<file path="config.mk">
export PLATFORM = sky130hd
export DESIGN_NAME = udp_payload_gen
export DESIGN_NICKNAME = d
export VERILOG_FILES = /design/src/rtl/udp_payload_gen.sv
export SDC_FILE = /design/constraint.sdc
export NUM_CORES = 1
export LEC_CHECK = 0
export ABC_AREA = 0
export CAP_MARGIN = 20
export CELL_PAD_IN_SITES_DETAIL_PLACEMENT = 1
export CELL_PAD_IN_SITES_GLOBAL_PLACEMENT = 1
export CORE_ASPECT_RATIO = 0.8
export CORE_MARGIN = 2
export CORE_UTILIZATION = 43
export CTS_CLUSTER_SIZE = 14
export DETAILED_ROUTE_END_ITERATION = 7
export GPL_TIMING_DRIVEN = 1
export HOLD_SLACK_MARGIN = 0.08
export PLACE_DENSITY = 0.82
export SETUP_SLACK_MARGIN = 0.3
export SLEW_MARGIN = 5
export SYNTH_ARGS = -nofsm -noshare
export SYNTH_HDL_FRONTEND = slang
export SYNTH_SLANG_ARGS = --single-unit
</file>
<file path="constraint.sdc">
create_clock -name clk -period 3.9 [get_ports clk]
set_input_delay 0.585 -clock clk [delete_from_list [all_inputs] [get_ports clk]]
set_output_delay 0.585 -clock clk [all_outputs]
set_load 0.05 [all_outputs]
</file>
<file path="src/rtl/udp_payload_gen.sv">
// udp_payload_gen: trigger-driven test frame source for the packet sender.
// Emits a header word then a counting pattern per i_sync edge, with valid/ready.
//
// Ports:
//   clk, reset       clock and synchronous active-high reset
//   i_sync           frame trigger, rising edge starts a frame
//   i_enable         accept new triggers when 1
//   i_frame_words    frame length in 32-bit words, sampled at frame start
//   o_data/o_vld     payload word and its valid, accepted when i_rdy is high
//   o_sof/o_eof      first / last word markers, qualified by o_vld
//   o_busy           high while sending a frame or in the inter-frame gap
//   o_frame_cnt      completed frames (wrapping)
//   o_miss_cnt       dropped triggers (saturating)
module udp_payload_gen #(
   parameter int          LEN_W   = 14,
   parameter int          GAP_CYC = 16,
   parameter logic [15:0] HDR_TAG = 16'hA55A
) (
   input  logic             clk,
   input  logic             reset,
   input  logic             i_sync,
   input  logic             i_enable,
   input  logic [LEN_W-1:0] i_frame_words,
   output logic [31:0]      o_data,
   output logic             o_vld,
   input  logic             i_rdy,
   output logic             o_sof,
   output logic             o_eof,
   output logic             o_busy,
   output logic [15:0]      o_frame_cnt,
   output logic [7:0]       o_miss_cnt
);

   localparam logic [1:0] IDLE = 2'd0;
   localparam logic [1:0] SEND = 2'd1;
   localparam logic [1:0] GAP  = 2'd2;
   localparam int         GW   = $clog2(GAP_CYC + 1);

   logic [1:0]       state;
   logic             sync_d;
   logic             pending;
   logic [15:0]      seq;
   logic [LEN_W-1:0] len;
   logic [LEN_W-1:0] idx;
   logic [LEN_W-1:0] idx_nxt;
   logic [GW-1:0]    gap_cnt;
   logic             trig;
   logic             start;
   logic             xfer;

   assign trig    = i_sync & ~sync_d;
   assign start   = (state == IDLE) & (trig | pending) & i_enable
                  & (i_frame_words != '0);
   assign xfer    = (state == SEND) & o_vld & i_rdy;
   assign idx_nxt = idx + LEN_W'(1);
   assign o_busy  = (state != IDLE);

   always_ff @(posedge clk) begin
      if (reset) begin
         state       <= IDLE;
         sync_d      <= i_sync;
         pending     <= 1'b0;
         seq         <= '0;
         len         <= '0;
         idx         <= '0;
         gap_cnt     <= '0;
         o_data      <= '0;
         o_vld       <= 1'b0;
         o_sof       <= 1'b0;
         o_eof       <= 1'b0;
         o_frame_cnt <= '0;
         o_miss_cnt  <= '0;
      end else begin
         sync_d <= i_sync;
         unique case (state)
            IDLE: begin
               // a pending trigger is either consumed here or dropped
               pending <= 1'b0;
               if (start) begin
                  state  <= SEND;
                  len    <= i_frame_words;
                  idx    <= '0;
                  o_vld  <= 1'b1;
                  o_data <= {HDR_TAG, seq};
                  o_sof  <= 1'b1;
                  o_eof  <= (i_frame_words == LEN_W'(1));
               end
            end
            SEND: begin
               if (xfer) begin
                  if (o_eof) begin
                     o_vld       <= 1'b0;
                     o_sof       <= 1'b0;
                     o_eof       <= 1'b0;
                     seq         <= seq + 16'd1;
                     o_frame_cnt <= o_frame_cnt + 16'd1;
                     gap_cnt     <= '0;
                     state       <= GAP;
                  end else begin
                     // preload the next word so back-to-back beats need no bubble
                     idx    <= idx_nxt;
                     o_data <= {seq, 16'(idx_nxt)};
                     o_sof  <= 1'b0;
                     o_eof  <= (idx_nxt == len - LEN_W'(1));
                  end
               end
            end
            GAP: begin
               if (gap_cnt == GW'(GAP_CYC - 1))
                  state <= IDLE;
               else
                  gap_cnt <= gap_cnt + GW'(1);
            end
            default: state <= IDLE;
         endcase

         if (state != IDLE) begin
            if (!i_enable)
               pending <= 1'b0;
            else if (trig) begin
               if (!pending)
                  pending <= 1'b1;
               else if (o_miss_cnt != 8'hFF)
                  o_miss_cnt <= o_miss_cnt + 8'd1;
            end
         end
      end
   end

endmodule
</file>
==> impl_metrics.tcl <==
set metrics [dict create \
    grt-ovfl-total 0 \
    cts_buffers 9 \
    gp_congestion 0.780 \
    fin_ws_ns 0.956 \
    syn_area_sq_um 5070 \
    drv_slew 0 \
    timing.rr.start "state[0]$_SDFFE_PP0P_" \
    ys_seq_area_frac 0.442 \
    drv_cap 0 \
    period_needed_ns 2.94 \
    clkTransAtPathRegs_ns 0.08 \
    antenna_found_initial 0 \
    hold-worst-slack_ns 0.473 \
    port_buffers 78 \
    diodes 0 \
    p_leak_nw 2.23 \
    dp_cells 810 \
    cts.sinks 112 \
    reg2reg_to "o_data[3]$_SDFFE_PP0P_" \
    dp_hpwl_um 10100 \
    synth-edff-count 0 \
    internal-power_w 0.00189 \
    fp.dieH_um 101 \
    die-area_sq_um 12700 \
    grt_pass1_wl_um 23700 \
    grt_max_degree 113 \
    first_global_vias 4788 \
    cts-root-buf "clkbuf_16" \
    status "finished clean" \
    swShare 0.239 \
    fin_cells 827 \
    die_x_um 125 \
    end_kind "flop" \
    drtIter0Drc 253 \
    p_clk_frac 0.443 \
    areaGrowthSynthToFinish_pct 24.5 \
    relSlewSlack 0.320 \
    ctsResizeCount 0 \
    regArea_sq_um 2240 \
    wl_per_cell_um 17.6 \
    viasPerCell 5.51 \
    reg2reg_depth 5 \
    cts_tree "built" \
    synth_nets 636 \
    whs_endpoint "o_data[30]$_SDFFE_PP0P_" \
    min_from "o_data[30]$_SDFFE_PP0P_" \
    start_kind "flop" \
    p_per_area_nw_per_um2 394 \
    skew_ns 0.0101 \
    finalSetupTns_ns 0 \
    cp.required_ns 4.17 \
    final_nets 700 \
    hold_viol_final 0 \
    setup_viol 0 \
    drc 0 \
    multiInputGateArea_sq_um 2650 \
    final_layout_size_suffix_gt1_frac 0.0530 \
    worst-path-max-fanout 17 \
    place_worst_setup_slack_ns 0.873 \
    crit_arrival_ns 3.22 \
    first_pass_iters 4 \
    regToRegSetupSlack_ns 0.96 \
    final_util 0.548 \
    max_freq_mhz 340 \
    synthArstFlopShare 0 \
    worstSetupPathType "reg -> reg" \
    core_sq_um 11500 \
    clock_path_buffers 2 \
    avgSynthCellArea_sq_um 8.31 \
    holdCritPathClass "reg -> reg" \
    ys_seq_elements 112 \
    holdBufCountCts 0 \
    power_frac_seq 0.470 \
    p_switching_w 0.000595 \
    num_rows 35 \
    fin_crit_sh 0.755 \
    p_comb_frac 0.088 \
    track_usage 0.230 \
    rsz0062_at_grt "false" \
    drt_wl_total_um 14500 \
    synth_cell_types 50 \
    routed-via-count 4557 \
    ant_nets 0 \
    post_cts_buffers 0 \
    ios 79 \
    start_util 0.440 \
    synth_ff_type "dfxtp_1" \
    worst_slew_pin_slew_ns 1.02 \
    irDropWorstVdd_v 0.000208 \
    min_path_cells 2 \
    synth-warning-count 0 \
    n_fill_cell 1356 \
    h-tree-depth 3 \
    netlist_instances 610 \
    clkLatencyLatePin_ns 0.36 \
]
[worst max-delay path by stage]
stage	start	end	slack, ns
after floorplan	o_eof$_SDFFE_PP0P_	o_frame_cnt[15]$_SDFFE_PP0P_	1.69
final	state[0]$_SDFFE_PP0P_	o_data[3]$_SDFFE_PP0P_	0.96
after global routing	state[0]$_SDFFE_PP0P_	o_data[3]$_SDFFE_PP0P_	0.83
after detailed placement	i_frame_words[1]	idx[13]$_SDFFE_PP0P_	0.87
after global placement	i_frame_words[7]	idx[13]$_SDFFE_PP0P_	0.92
after CTS	state[0]$_SDFFE_PP0P_	o_data[3]$_SDFFE_PP0P_	0.98
[final cells by class]
type,instances,share of cell area
multi-input cells,458,0.420
clock buffers,10,0.0378
clock inverters,6,0.0182
flip-flops and latches,112,0.355
inverters,8,0.00476
repair buffers,85,0.135
well taps,148,0.0293
[kinds of logic (layout without fill, tap and decap cells)]
logic type,count (synthesis),in the layout,synth area share
AO/OA/AOI/OAI,98,98,0.116
XOR/XNOR,67,67,0.117
adder cells (fa/ha/maj),7,7,0.0173
buffers and inverters,40,109,0.0348
flip-flops,112,112,0.442
multiplexers,1,1,0.00197
AND/OR/NAND/NOR,285,285,0.271
[per-stage QoR]
step,power (W),area (sq um)
floorplan,0.00134,5070
global placement,0.00140,5930
detailed placement,0.00141,5930
CTS,0.00249,6290
global route,0.00257,6310
finish,0.00249,6310
[cells in the final DEF (no fill, tap or decap), drive strengths merged, types with 5 or more instances in the layout]
cell,count
clkbuf,10
or3,10
nand3,28
xor2,31
nor3,29
inv,9
nor2,91
a21oi,55
a22oi,6
nand4,13
dfxtp,112
clkdlybuf4s50,77
xnor2,36
o21ai,14
ha,7
nand2,81
buf,8
nor4,6
a31oi,5
and3,14
[sequential cells by signal (all words and copies together), names as in the netlist]
signal       cells
o_sof            1
gap_cnt          5
pending          1
o_vld            1
sync_d           1
o_eof            1
idx             14
o_miss_cnt       8
len             14
o_frame_cnt     16
seq             16
o_data          32
state            2
[critical path: stages (launching register included)]
cell,delay [ns]
dfxtp_1,0.41
and2b_1,0.60
nand3_1,0.41
nor2_1,0.88
nand2_1,0.29
a31oi_1,0.26
[cells in the mapped netlist, types with 4 or more instances]
master    count  area, sq um
xnor2_1      35          307
a21oi_1      55          275
nand3_1      28          140
a31oi_1       5         31.3
nor3_1       27          135
clkbuf_1     20         75.1
ha_1          7         87.6
nand4_1      13         81.3
xor2_1       31          272
or3_1        10         62.6
inv_1         7         26.3
a22oi_1       6         45.0
and3_1       14         87.6
buf_2         9         45.0
nor4_1        4         25.0
o21ai_0      11         55.1
dfxtp_1     112         2240
nor2_1       90          338
nand2_1      80          300
[per-layer routing]
metal  part of all wire  vias up  track usage
met5                  0        -            0
met4              0.015        0       0.0744
met3              0.037       21       0.0370
met2               0.49       91        0.412
met1               0.46     2224        0.289
li1                   -     2221            -
[power groups by stage]
stage,combinational (W),clock (W),sequential (W)
after floorplan,0.000125,0,0.00122
after global placement,0.000206,0,0.00119
after detailed placement,0.000214,0,0.00120
after CTS,0.000215,0.00111,0.00117
after global routing,0.000236,0.00116,0.00117
final,0.000218,0.00110,0.00117
(Power assumes the default switching activity.)
